===== config.mk =====
export PLATFORM = sky130hd
export DESIGN_NAME = pc_sequencer_flat
export DESIGN_NICKNAME = d
export VERILOG_FILES = /design/src/rtl/pc_sequencer_pkg.sv /design/src/rtl/pc_sequencer_if.sv /design/src/rtl/pcseq_timeout.sv /design/src/rtl/pc_sequencer.sv /design/src/flat_wrapper.sv
export SDC_FILE = /design/constraint.sdc
export NUM_CORES = 1
export LEC_CHECK = 0
export ABC_AREA = 1
export CORE_AREA = 4 4 41 43
export DETAILED_ROUTE_END_ITERATION = 6
export DIE_AREA = 0 0 45 47
export GPL_TIMING_DRIVEN = 0
export HOLD_SLACK_MARGIN = 0.15
export PLACE_DENSITY = 0.75
export REMOVE_ABC_BUFFERS = 1
export SKIP_LAST_GASP = 1
export SLEW_MARGIN = 10
export SYNTH_ARGS = -nofsm -noshare
export SYNTH_HDL_FRONTEND = slang
export SYNTH_SLANG_ARGS = --single-unit

===== constraint.sdc =====
create_clock -name clock -period 3.2 [get_ports clock]
set_clock_uncertainty 0.05 [all_clocks]
set_input_delay 0.32 -clock clock [delete_from_list [all_inputs] [get_ports clock]]
set_output_delay 0.32 -clock clock [all_outputs]
set_load 0.02 [all_outputs]

===== src/rtl/pc_sequencer_pkg.sv =====
// ============================================================================
// pc_sequencer_pkg : PC source codes, instruction classes and FSM states
// Revision: 1.0
// ============================================================================
`default_nettype none

package pc_sequencer_pkg;

    typedef enum logic [3:0] {
        pcDefault = 4'd0,
        pcImm     = 4'd1,
        pcSgnImm  = 4'd2,
        pcRET     = 4'd3,
        pcHold    = 4'd4
    } pc_src_t;

    localparam logic [2:0] c_CLS_ALU  = 3'd0;
    localparam logic [2:0] c_CLS_JMP  = 3'd1;
    localparam logic [2:0] c_CLS_CALL = 3'd2;
    localparam logic [2:0] c_CLS_RET  = 3'd3;
    localparam logic [2:0] c_CLS_BEQ  = 3'd4;

    localparam int c_TIMEOUT_W = 3;

    typedef enum logic [1:0] {
        ST_RUN     = 2'd0,
        ST_BR_WAIT = 2'd1,
        ST_FLUSH   = 2'd2
    } state_t;

    function automatic logic is_redirect(input pc_src_t src);
        return (src == pcImm) || (src == pcSgnImm) || (src == pcRET);
    endfunction

endpackage

`default_nettype wire


===== src/rtl/pc_sequencer_if.sv =====
// ============================================================================
// pc_sequencer_if : decode/execute <-> PC sequencer signal bundle
// Revision: 1.0
// ============================================================================
`default_nettype none

interface pc_sequencer_if;
    logic       instr_valid;
    logic [2:0] instr_class;
    logic       zero_valid;
    logic       zero_flag;
    logic       mem_stall;
    logic [3:0] sig_pc_src;
    logic       if_flush;
    logic       link_we;
    logic       busy;
    logic       br_timeout;

    modport master (
        output instr_valid, instr_class, zero_valid, zero_flag, mem_stall,
        input  sig_pc_src, if_flush, link_we, busy, br_timeout
    );

    modport slave (
        input  instr_valid, instr_class, zero_valid, zero_flag, mem_stall,
        output sig_pc_src, if_flush, link_we, busy, br_timeout
    );
endinterface

`default_nettype wire


===== src/rtl/pcseq_timeout.sv =====
// ============================================================================
// pcseq_timeout : loadable down-counter for branch-resolution timeout
// Revision: 1.0
// ============================================================================
`default_nettype none

module pcseq_timeout #(
    parameter int WIDTH = 3
) (
    input  wire logic             clock,
    input  wire logic             reset,
    input  wire logic             load,
    input  wire logic [WIDTH-1:0] load_value,
    input  wire logic             enable,
    output logic                  zero
);

    logic [WIDTH-1:0] r_count;

    // Flags the cycle whose decrement takes the count to zero.
    assign zero = (r_count == WIDTH'(1));

    always_ff @(posedge clock or posedge reset) begin
        if (reset) begin
            r_count <= '0;
        end else if (load) begin
            r_count <= load_value;
        end else if (enable && (r_count != '0)) begin
            r_count <= r_count - WIDTH'(1);
        end
    end

endmodule

`default_nettype wire


===== src/rtl/pc_sequencer.sv =====
// ============================================================================
// pc_sequencer : fetch-stage PC source FSM (Mealy outputs)
// Optional PCSEQ_PERF_EN adds redirect_count / stall_count outputs.
// Revision: 1.0
// ============================================================================
`default_nettype none

module pc_sequencer
    import pc_sequencer_pkg::*;
#(
    parameter int BR_TIMEOUT = 4
) (
    input  wire logic          clock,
    input  wire logic          reset,
    pc_sequencer_if.slave      seq
`ifdef PCSEQ_PERF_EN
    ,
    output logic [15:0]        redirect_count,
    output logic [15:0]        stall_count
`endif
);

    state_t  r_state;
    state_t  w_nxt_state;
    logic    r_resolved;
    logic    r_taken;
    pc_src_t w_pc_src;
    logic    w_flush;
    logic    w_link;
    logic    w_timeout;
    logic    w_load;
    logic    w_dec;
    logic    w_have_result;
    logic    w_taken;
    logic    w_cnt_zero;

    pcseq_timeout #(.WIDTH(c_TIMEOUT_W)) u_timeout (
        .clock      (clock),
        .reset      (reset),
        .load       (w_load),
        .load_value (c_TIMEOUT_W'(BR_TIMEOUT)),
        .enable     (w_dec),
        .zero       (w_cnt_zero)
    );

    always_comb begin
        w_nxt_state   = r_state;
        w_pc_src      = pcDefault;
        w_flush       = 1'b0;
        w_link        = 1'b0;
        w_timeout     = 1'b0;
        w_load        = 1'b0;
        w_dec         = 1'b0;
        w_have_result = seq.zero_valid | r_resolved;
        w_taken       = seq.zero_valid ? seq.zero_flag : r_taken;
        case (r_state)
            ST_RUN: begin
                if (seq.mem_stall) begin
                    w_pc_src = pcHold;
                end else if (seq.instr_valid) begin
                    case (seq.instr_class)
                        c_CLS_JMP: begin
                            w_pc_src    = pcImm;
                            w_flush     = 1'b1;
                            w_nxt_state = ST_FLUSH;
                        end
                        c_CLS_CALL: begin
                            w_pc_src    = pcImm;
                            w_flush     = 1'b1;
                            w_link      = 1'b1;
                            w_nxt_state = ST_FLUSH;
                        end
                        c_CLS_RET: begin
                            w_pc_src    = pcRET;
                            w_flush     = 1'b1;
                            w_nxt_state = ST_FLUSH;
                        end
                        c_CLS_BEQ: begin
                            w_pc_src    = pcHold;
                            w_load      = 1'b1;
                            w_nxt_state = ST_BR_WAIT;
                        end
                        default: w_pc_src = pcDefault;
                    endcase
                end
            end
            ST_BR_WAIT: begin
                if (seq.mem_stall) begin
                    w_pc_src = pcHold;
                end else if (w_have_result) begin
                    // A real result beats a timeout landing in the same cycle.
                    if (w_taken) begin
                        w_pc_src    = pcSgnImm;
                        w_flush     = 1'b1;
                        w_nxt_state = ST_FLUSH;
                    end else begin
                        w_nxt_state = ST_RUN;
                    end
                end else if (w_cnt_zero) begin
                    w_timeout   = 1'b1;
                    w_nxt_state = ST_RUN;
                end else begin
                    w_pc_src = pcHold;
                    w_dec    = 1'b1;
                end
            end
            ST_FLUSH: begin
                if (seq.mem_stall) begin
                    w_pc_src = pcHold;
                end else begin
                    w_nxt_state = ST_RUN;
                end
            end
            default: w_nxt_state = ST_RUN;
        endcase
    end

    always_ff @(posedge clock or posedge reset) begin
        if (reset) begin
            r_state    <= ST_RUN;
            r_resolved <= 1'b0;
            r_taken    <= 1'b0;
        end else begin
            r_state <= w_nxt_state;
            // Captured result lives only while we remain in BR_WAIT.
            if ((r_state != ST_BR_WAIT) || (w_nxt_state != ST_BR_WAIT)) begin
                r_resolved <= 1'b0;
                r_taken    <= 1'b0;
            end else if (seq.zero_valid) begin
                r_resolved <= 1'b1;
                r_taken    <= seq.zero_flag;
            end
        end
    end

    always_comb begin
        seq.sig_pc_src = reset ? pcHold : w_pc_src;
        seq.if_flush   = ~reset & w_flush;
        seq.link_we    = ~reset & w_link;
        seq.busy       = ~reset & (r_state != ST_RUN);
        seq.br_timeout = ~reset & w_timeout;
    end

`ifdef PCSEQ_PERF_EN
    always_ff @(posedge clock or posedge reset) begin
        if (reset) begin
            redirect_count <= '0;
            stall_count    <= '0;
        end else begin
            if (is_redirect(w_pc_src)) begin
                redirect_count <= redirect_count + 16'd1;
            end
            if (seq.mem_stall) begin
                stall_count <= stall_count + 16'd1;
            end
        end
    end
`endif

endmodule

`default_nettype wire


===== src/flat_wrapper.sv =====
// flat-port wrapper written by rule: the top's interface ports become plain ports
module pc_sequencer_flat import pc_sequencer_pkg::*;
#(
    parameter int BR_TIMEOUT = 4
)
  (clock, reset, seq_instr_valid, seq_instr_class, seq_zero_valid, seq_zero_flag, seq_mem_stall, seq_sig_pc_src, seq_if_flush, seq_link_we, seq_busy, seq_br_timeout);
  pc_sequencer_if seq_i ();
  input  wire logic clock;
  input  wire logic reset;
  input wire logic [$bits(seq_i.instr_valid)-1:0] seq_instr_valid;
  input wire logic [$bits(seq_i.instr_class)-1:0] seq_instr_class;
  input wire logic [$bits(seq_i.zero_valid)-1:0] seq_zero_valid;
  input wire logic [$bits(seq_i.zero_flag)-1:0] seq_zero_flag;
  input wire logic [$bits(seq_i.mem_stall)-1:0] seq_mem_stall;
  output wire logic [$bits(seq_i.sig_pc_src)-1:0] seq_sig_pc_src;
  output wire logic [$bits(seq_i.if_flush)-1:0] seq_if_flush;
  output wire logic [$bits(seq_i.link_we)-1:0] seq_link_we;
  output wire logic [$bits(seq_i.busy)-1:0] seq_busy;
  output wire logic [$bits(seq_i.br_timeout)-1:0] seq_br_timeout;
  assign seq_i.instr_valid = seq_instr_valid;
  assign seq_i.instr_class = seq_instr_class;
  assign seq_i.zero_valid = seq_zero_valid;
  assign seq_i.zero_flag = seq_zero_flag;
  assign seq_i.mem_stall = seq_mem_stall;
  assign seq_sig_pc_src = seq_i.sig_pc_src;
  assign seq_if_flush = seq_i.if_flush;
  assign seq_link_we = seq_i.link_we;
  assign seq_busy = seq_i.busy;
  assign seq_br_timeout = seq_i.br_timeout;
  pc_sequencer #(.BR_TIMEOUT(BR_TIMEOUT)) u_core (.clock(clock), .reset(reset), .seq(seq_i));
endmodule

# Word-level counts from Yosys, hierarchy flattened
# Cells that the tools add are included.
# totals
latch_bits	0
memories	0
ramBits	0
word_cells	77
romBits	0
reg_bits	7
# op_classes
multipliers	0
n_bitwise	6
div	0
n_mux	48
addsub	1
n_eq_ne	9
reduce_logical	9
n_shift	0
order_cmp	0
# ops
cell	count
1-bit 2-to-1 mux	26
4-bit 2-to-1 mux	5
2-bit 2-to-1 mux	8
3-bit 2-to-1 mux	4
4-bit one-hot mux with 3 select lines	1
3-bit one-hot mux with 3 select lines	1
3-bit by 1-bit == test with 1-bit output, second input constant	2
3-bit by 2-bit == test with 1-bit output, second input constant	2
2-bit one-hot mux with 3 select lines	1
2-bit nonzero test	3
1-bit AND	4
2-bit by 1-bit != test with 1-bit output, second input constant	2
2-bit one-hot mux with 2 select lines	1
3-bit == test, second input constant	1
3-bit nonzero test	1
3-bit OR reduction	1
3-bit by 1-bit subtractor with 3-bit output, second input constant	1
2-bit by 1-bit == test with 1-bit output, second input constant	1
2-bit == test, second input constant	1
2-bit logical NOT	1
1-bit one-hot mux with 2 select lines	1
2-bit OR reduction	1
1-bit logical AND	1
1-bit logical OR	1
other kinds (2)	2

# Logic depth before layout (Yosys ltp)
# Gate-level depths: netlist of run 1.
# logic_depth
depth_word	9
mapped_depth	9
ltp_nobuf	9

# Modules after synthesis
# Synthesis of run 1 repeated with hierarchy kept, for this count alone.
# unflattened
cells_unflattened	93
area_unflattened_um2	613.1
# by_module_without_submodules
module	instances	seq_area_each_um2	area_per_inst_um2	cells_per_inst
pc_sequencer	1	100.1	379.1	60
pcseq_timeout	1	75.1	234.0	33

# Worst setup path after synthesis of run 1
# OpenSTA, ideal clock, no wires.
# synth_timing
path_type	register to output
from	reg u_core.u_timeout.r_count[1]
to	out seq_br_timeout
arrival_time_ns	1.181
path_slack_ns	1.649
path_stages_with_launch	5
cell_sequence	dfrtp_1 -> inv_1 -> ha_1 -> nand2_1 -> nor4_2
# synth_via
elab_chain_cells	6
# synth_rtl
element	line	source
from (decl)	pcseq_timeout.sv:18	logic [WIDTH-1:0] r_count;
from (signal assigned)	pcseq_timeout.sv:27	r_count <= load_value;
from (signal assigned)	pcseq_timeout.sv:29	r_count <= r_count - WIDTH'(1);
3-bit by 1-bit == test with 1-bit output	pcseq_timeout.sv:21	assign zero = (r_count == WIDTH'(1));
1-bit 2-to-1 mux	pc_sequencer.sv:99	end else if (w_cnt_zero) begin
1-bit 2-to-1 mux	pc_sequencer.sv:90	end else if (w_have_result) begin
1-bit 2-to-1 mux	pc_sequencer.sv:88	if (seq.mem_stall) begin
1-bit 2-to-1 mux	pc_sequencer.sv:56	case (r_state)
1-bit AND	pc_sequencer.sv:141	seq.br_timeout = ~reset & w_timeout;
to (decl)	flat_wrapper.sv:19	output wire logic [$bits(seq_i.br_timeout)-1:0] seq_br_timeout;
# Every way passes these cells.

# Worst setup path in the final report of run 1
# layout_timing
from	in reset
to	out seq_link_we
# layout_via
elab_chain_cells	2
# layout_rtl
element	line	source
from (decl)	flat_wrapper.sv:9	input wire logic reset;
1-bit inverter	pc_sequencer.sv:139	seq.link_we = ~reset & w_link;
1-bit AND	pc_sequencer.sv:139	
to (decl)	flat_wrapper.sv:17	output wire logic [$bits(seq_i.link_we)-1:0] seq_link_we;
# Every way passes these cells.

==> impl_summary.md, run 1 <==
Outcome
The flow ran to the end, and the final reports show no timing, DRC or antenna violations.

Hold path
The worst min-delay path class is in2async.

Synth
The synthesized design spends more area on one cell type than any other, namely sky130_fd_sc_hd__dfrtp_1. Sequential cells were found to cover 29.8% of the synthesized design area. Ranked by total cell area, the synthesized netlist is headed by sky130_fd_sc_hd__dfrtp_1 30%, sky130_fd_sc_hd__nand2_1 14%, sky130_fd_sc_hd__nand3_1 6.8%, sky130_fd_sc_hd__ha_1 6.4%, sky130_fd_sc_hd__nor2_1 5.7%. The total number of yosys warnings is 0.

Among all flip-flop cells after synthesis, the most frequent one is sky130_fd_sc_hd__dfrtp_1. The summed instance area of the synthesized netlist is 588 um^2. In this run, distinct cell masters in the synthesized netlist total 19. The register bit total from synthesis is 7.

Sorting the synthesized cells by how often they occur yields 22 x sky130_fd_sc_hd__nand2_1, 9 x sky130_fd_sc_hd__nor2_1, 8 x sky130_fd_sc_hd__inv_1, 8 x sky130_fd_sc_hd__nand3_1. In this run, synthesis inferred 0 flip-flops with an integrated enable. The cell with the most instances after synthesis is sky130_fd_sc_hd__nand2_1. Each instance of the synthesized netlist takes up on average 7.00 um^2.

The top cell type's share of synthesized area is 29.8%. The share of synthesized flip-flops with an asynchronous set or reset is 100%. The cell count after synthesis came out at 84.

GRT
The initial antenna violation count is 0. The global-route wire length before repair is 2000 um. The largest net degree at the start of global routing is 10.

After global routing the overflow that remains totals 0. The via count of the first global-routing pass is 510. The overall track demand over capacity in global routing is 13.0%.

Placement
The placer congestion estimate is 0.801. Before CTS, the worst setup slack after placement is 0.698 ns. During placement, the flow inserted port buffers numbering 15.

Once placement finished, the instance area stood at 749 um^2. Counting tap cells, the placed design contains a total of 113 instances. The post-DP HPWL is 1060 um.

Setup path
Along the worst path, the maximum fanout reaches 9. STA puts the critical path data required time at 2.83 ns. The delay of the slowest cell on the worst path is 0.64 ns. The largest individual stage delay along the critical path comes from the cell sky130_fd_sc_hd__clkdlybuf4s50_1. Walking the worst path, the cells encountered are clkdlybuf4s50_1, inv_1, nand2_1, nor4_2, clkdlybuf4s50_1. STA classifies the critical path startpoint as a primary input. The critical path is of the in2out type. For the worst setup path, the data arrival time is 2.11 ns. The setup check on the worst reg-to-reg path leaves a slack of 1.98 ns. The cell occurring most often along the worst timing path is sky130_fd_sc_hd__clkdlybuf4s50_1.

STA classifies the critical path endpoint as an output pin.

Clock network
Counting the buffers created by CTS gives 3. The clock slew at the register clock pins of the worst setup and hold paths is 0.06 ns. The post-cts gate resize count is 0. The number of hold-repair buffers added at the cts stage is 0. The later-pin clock latency in the skew report is 0.26 ns. The post-CTS setup-driven buffer insertion count is 0. The buffer type at the clock tree root is sky130_fd_sc_hd__clkbuf_4. The maximum buffer depth of the clock tree is 2.

CTS saw 7 sinks. The level count of the clock H-tree is 1. TritonCTS built the clock tree.

Final layout
The post-route standard cell area excluding fillers is 777 um^2. The repair_antennas step left the layout with diodes totalling 0. Of the cells placed in the final design, the portion with a size suffix greater than 1 is 20.6%. The area overhead of the layout relative to synthesis is 32.1%. At the end of the flow the core is filled with cells to 59.7%.

The number of standard cells in the final layout excluding fillers is 117. The number of nets in the layout is 115.

Timing
Timing would allow up to 404 MHz. The smallest clock period supported by the final layout is computed as 2.48 ns. The worst path meets setup with 0.724 ns of slack. The number of slew-limit violations in the final report is 0.

The final setup violation count is 0. The ratio of final minimum period to clock period is 77.4%. Setup repair after global routing left no endpoint under its margin. The accumulated negative setup slack is 0 ns.

The total count of hold-check failures in the final report was 0. The smallest hold slack is 0.421 ns.

Die
Once the floorplan was initialized, standard cells occupied 45.2% of the core. After floorplanning, the core was sized to cover 1300 um^2. The number of rows created at floorplan is 13. The number of primary I/O pins is 17. The die outline width is 45 um.

The die covers 2120 um^2. The vertical die dimension is 47 um.

Route
The final routed wirelength across all metal layers is 1240 um. In this run, the number of DRC markers left after iteration 0 of detailed routing was 6. The first detailed-routing pass took 4 iterations. Dividing the detail-routed wire length by the instance count gives 10.6 um.

The final route contains 562 vias. In this run the remaining antenna-violating nets after routing total 0. In the routed design, unresolved DRC markers number 0. The via count normalized by instance count is 4.80.

Power
The power density over cell area is 462 nW/um^2. VDD sags by at most 0.329 mV. In this run the static leakage power is 0.372 nW.

The overall power is 0.359 mW.

Run
Across the run, the number of max-cap violations was 0.
==> cell type report <==
class / instances / area [um^2]
clock buffer: 3 / 22.5
clock inverter: 1 / 5.00
fill: 131 / 524
inverter: 15 / 56.3
multi-input combinational: 61 / 349
sequential: 7 / 175
tap: 15 / 18.8
timing repair buffer: 15 / 150
==> where the power goes <==
part / total [mW] / switching, mW / internal (mW)
Sequential: 0.124 / 0.0166 / 0.107
Combinational: 0.152 / 0.0872 / 0.0649
Clock: 0.0827 / 0.0368 / 0.0459
==> routing by layer <==
metal  global-route usage (%)  up-vias  part of all wire [%]
met3                     3.45        2                   3.4
li1                         -      298                     -
met5                        0        -                     0
met2                     22.0        9                    54
met1                     15.7      253                    41
met4                     5.26        0                   1.7
==> critical path, delay by kind of cell <==
family                 cells  cell delay [ns]
buffers and inverters      3             1.46
and+or+nand+nor            2             0.32
==> flip-flops by register name, indices dropped and copies added (netlist names) <==
register and flops:
u_core.r_taken 1, u_core.u_timeout.r_count 3, u_core.r_resolved 1, u_core.r_state 2
==> logic make-up after synthesis <==
family / Yosys count / share of synthesized area (%)
AO/OA/AOI/OAI: 4 / 3.40
XOR/XNOR: 1 / 1.49
adder cells (fa/ha/maj): 3 / 6.38
buffers and inverters: 16 / 10.9
flip-flops: 7 / 29.8
other: 1 / 0.638
AND/OR/NAND/NOR: 52 / 47.4
==> worst paths after layout <==
path | start | endpoint | cells past startpoint
min | reset | u_core.r_resolved | 2
min reg2reg | u_core.u_timeout.r_count[1] | u_core.u_timeout.r_count[1] | 2
max in group asynchronous | reset | u_core.u_timeout.r_count[1] | 2
max reg2reg | u_core.u_timeout.r_count[0] | u_core.u_timeout.r_count[2] | 7
min in group clock | u_core.u_timeout.r_count[1] | u_core.u_timeout.r_count[1] | 2
max | reset | seq_link_we | 5
==> layout by cell type, fill, tap and decap left out <==
cell / n
sky130_fd_sc_hd__nor2_1: 9
sky130_fd_sc_hd__nand3_1: 8
sky130_fd_sc_hd__nand2_2: 1
sky130_fd_sc_hd__nor4_2: 2
sky130_fd_sc_hd__clkbuf_4: 3
sky130_fd_sc_hd__dfrtp_1: 7
sky130_fd_sc_hd__clkinv_2: 1
sky130_fd_sc_hd__inv_1: 8
sky130_fd_sc_hd__nor2_2: 2
sky130_fd_sc_hd__conb_1: 1
sky130_fd_sc_hd__clkdlybuf4s50_1: 15
sky130_fd_sc_hd__nand4_1: 3
sky130_fd_sc_hd__o21ai_0: 1
sky130_fd_sc_hd__ha_1: 3
sky130_fd_sc_hd__inv_2: 7
sky130_fd_sc_hd__nand3_2: 2
sky130_fd_sc_hd__xnor2_1: 1
sky130_fd_sc_hd__a21oi_1: 3
sky130_fd_sc_hd__nand2_1: 22
sky130_fd_sc_hd__nand3_4: 1
sky130_fd_sc_hd__nor2_4: 2
No activity file was read; power rests on OpenSTA's default activity.
==> inputs of run 2 (changes only) <==
--- a/config.mk
+++ b/config.mk
@@ -6,12 +6,12 @@
 export NUM_CORES = 1
 export LEC_CHECK = 0
 export ABC_AREA = 1
-export CORE_AREA = 4 4 41 43
+export CORE_AREA = 4 4 42 44
 export DETAILED_ROUTE_END_ITERATION = 6
-export DIE_AREA = 0 0 45 47
+export DIE_AREA = 0 0 46 48
 export GPL_TIMING_DRIVEN = 0
 export HOLD_SLACK_MARGIN = 0.15
-export PLACE_DENSITY = 0.75
+export PLACE_DENSITY = 0.72
 export REMOVE_ABC_BUFFERS = 1
 export SKIP_LAST_GASP = 1
 export SLEW_MARGIN = 10
==> constraint.sdc (replaced) <==
create_clock -name clock -period 2.33 [get_ports clock]
set_clock_uncertainty 0.05 [all_clocks]
set_input_delay 0.233 -clock clock [delete_from_list [all_inputs] [get_ports clock]]
set_output_delay 0.233 -clock clock [all_outputs]
set_load 0.02 [all_outputs]
==> run 2 against run 1 <==
Via count increased by 0.36%. Hold slack got worse by 0.12 ns. Utilization down 5.0 points.
==> impl_summary.md, run 2 (synthesis gave the netlist of run 1 again) <==
Placement
The cell area after placement is 751 um^2. Once detailed placement completed, the half-perimeter wirelength came to 1020 um. Before CTS, the worst setup slack after placement is 0.00357 ns. At the end of routability-driven placement, the weighted congestion stood at 0.785.

The count of input and output buffers is 15.

Final layout
The most frequent standard cell in the layout excluding fill and tap cells is sky130_fd_sc_hd__nand2_1. The number of inserted diodes is 0. The largest registers in the layout are u_core.u_timeout.r_count (3), u_core.r_state (2). Summing all non-filler instances in the final layout gives an area of 786 um^2. Leaving out fill and tap cells, the most frequent cells in the layout are 22 x sky130_fd_sc_hd__nand2_1, 14 x sky130_fd_sc_hd__clkdlybuf4s50_1, 9 x sky130_fd_sc_hd__nor2_1.

The number of nets in the layout is 115. Ranked by flip-flop count, first place goes to u_core.u_timeout.r_count. The fill cell total of the finished layout is 152. In the final layout, the share of cells above drive strength 1 is 21.6%. The register with the most flip-flops in the layout has 3 of them. Compared with the post-synthesis result, the final layout area differs by 33.6%.

GRT
The global-route wire length before repair is 2050 um. The overall track demand over capacity in global routing is 12.9%. The via count of the first global-routing pass is 496. The total global routing overflow is 0.

For this run, global-route usage on met2 was measured as 19.8%. The initial antenna violation count is 0. The met1 track demand over resource in global routing is 16.7%. The largest net degree at the start of global routing is 10. The most congested layer reported by global routing is met2. The met3 layer usage reported by global route is 3.38%.

Timing
The number of slew-limit violations in the final report came to 0. The minimum clock period is 2.19 ns. The ratio of final minimum period to clock period is 93.8%.

Derived from the worst setup path, the maximum achievable clock frequency is 458 MHz. Setup repair after global routing left no endpoint under its margin. Adding up every negative setup slack in the final design gives 0 ns. The total count of hold-check failures in the final report is 0. The final critical-path setup slack is 0.144 ns.

The final setup violation count is 0.

Setup path
The endpoint type of the worst setup path is an output pin. The setup slack of the most critical reg-to-reg path is 1.10 ns. For the worst setup path, the data required time is 2.05 ns. For this design, the slowest cell found on the critical path is sky130_fd_sc_hd__clkdlybuf4s50_1. The setup path with the least slack is of type in2out.

In this run the worst path has a maximum fanout of 9. The launch point of the worst path is reset. The startpoint class of the critical path is a primary input. The cell depth of the worst flop-to-flop path is 9. In this run the critical register-to-register path is launched from u_core.u_timeout.r_count[1]. The worst endpoint data arrival time is 1.90 ns.

The largest single stage delay on the critical path is 0.64 ns. The cell occurring most often along the worst timing path is sky130_fd_sc_hd__clkdlybuf4s50_1. The worst register-to-register path ends at u_core.u_timeout.r_count[2].

The worst setup path endpoint is seq_link_we. Traced cell by cell, the critical path runs through clkdlybuf4s50_1, inv_2, nand2_1, nor4_2, clkdlybuf4s50_1.

Clock network
The number of buffers created by CTS is 3. The tree is rooted in a sky130_fd_sc_hd__clkbuf_4. TritonCTS built the clock tree. The clock slew at the register clock pins of the worst setup and hold paths is 0.06 ns. Clock latency on the worst-skew pair, taken at its later pin, is 0.25 ns. The clock net in this run drives a total of 7 sinks. The level count of the clock H-tree is 1. The maximum buffer depth of the clock tree is 2.

Power
The largest voltage drop on the vdd net is 0.439 mV. For this design the ratio of total power to cell area is 632 nW/um^2. The static leakage is 0.391 nW.

Outcome
The flow ran to the end, and the final reports show no timing, DRC or antenna violations.

Die
The die outline width is 46 um. The vertical die dimension is 48 um. The initial core utilization is 40.9%.

The core footprint is 1440 um^2. The floorplan has 14 rows. The die area is 2210 um^2. The number of primary I/O pins is 17.

Route
The via count of the routed design is 564. Before antenna repair, the detailed router went through 4 iterations. The count of antenna-violating nets left after detailed routing is 0.

The routed length per placed instance is 10.2 um. The final routed wirelength across all metal layers is 1200 um. In the routed layout, each cell is associated on average with a via count of 4.78.

In this run, the number of DRC markers left after iteration 0 of detailed routing was 12. In the routed design, unresolved DRC markers number 0.

Hold path
The path class of the tightest hold or removal check is in2async.

Run
The max-capacitance violation count is 0.
-- run 2: worst min path at each step --
stage | endpoint | slack, ns
2_1_floorplan | u_core.r_resolved | 0.003
3_3_place_gp | u_core.u_timeout.r_count[1] | 0.45
3_5_place_dp | u_core.u_timeout.r_count[1] | 0.44
4_1_cts | u_core.r_resolved | 0.30
5_1_grt | u_core.r_resolved | 0.33
6_report | u_core.u_timeout.r_count[2] | 0.30
-- run 2: stage by stage --
step | std cells | power [mW] | util (%) | hold slack [ns]
after floorplan | 83 | 0.329 | - | 0.00280
after detailed placement | 114 | 0.389 | 52.3 | 0.443
after CTS | 118 | 0.503 | 54.2 | 0.300
after global placement | 114 | 0.380 | 52.3 | 0.449
after global routing | 118 | 0.552 | 54.7 | 0.325
final | 118 | 0.497 | 54.7 | 0.298
-- run 2: worst max-delay path, delay by kind of cell --
family | cells | cell delay (ns)
and+or+nand+nor | 2 | 0.30
buffers and inverters | 3 | 1.37
-- run 2: layer usage --
| layer | wire (um) | vias up |
|---|---|---|
| li1 | - | 300 |
| met1 | 529 | 255 |
| met2 | 620 | 7 |
| met3 | 34 | 2 |
| met4 | 13 | 0 |
| met5 | 0 | - |
-- run 2: layout make-up --
class                           instances  area [um^2]  area share (%)
Timing Repair Buffer                   15          153            19.4
Inverter                               15         56.3            7.17
Clock inverter                          1         5.00           0.637
Tap cell                               16         20.0            2.55
Multi-Input combinational cell         61          354            45.1
Sequential cell                         7          175            22.3
Clock buffer                            3         22.5            2.87
-- run 2: repair_timing --
item	CTS	global route
gates resized for setup	1	2
setup buffers	0	0
setup endpoints to repair	1	2
hold buffers	0	0
hold endpoints to repair	0	0
-- run 2: power breakdown --
part / leakage (nW) / internal (mW) / switching (mW) / total, mW
Sequential: 0.0943 / 0.148 / 0.0228 / 0.170
Clock: 0.0177 / 0.0629 / 0.0482 / 0.111
Combinational: 0.279 / 0.0918 / 0.124 / 0.216
Total: 0.391 / 0.302 / 0.195 / 0.497
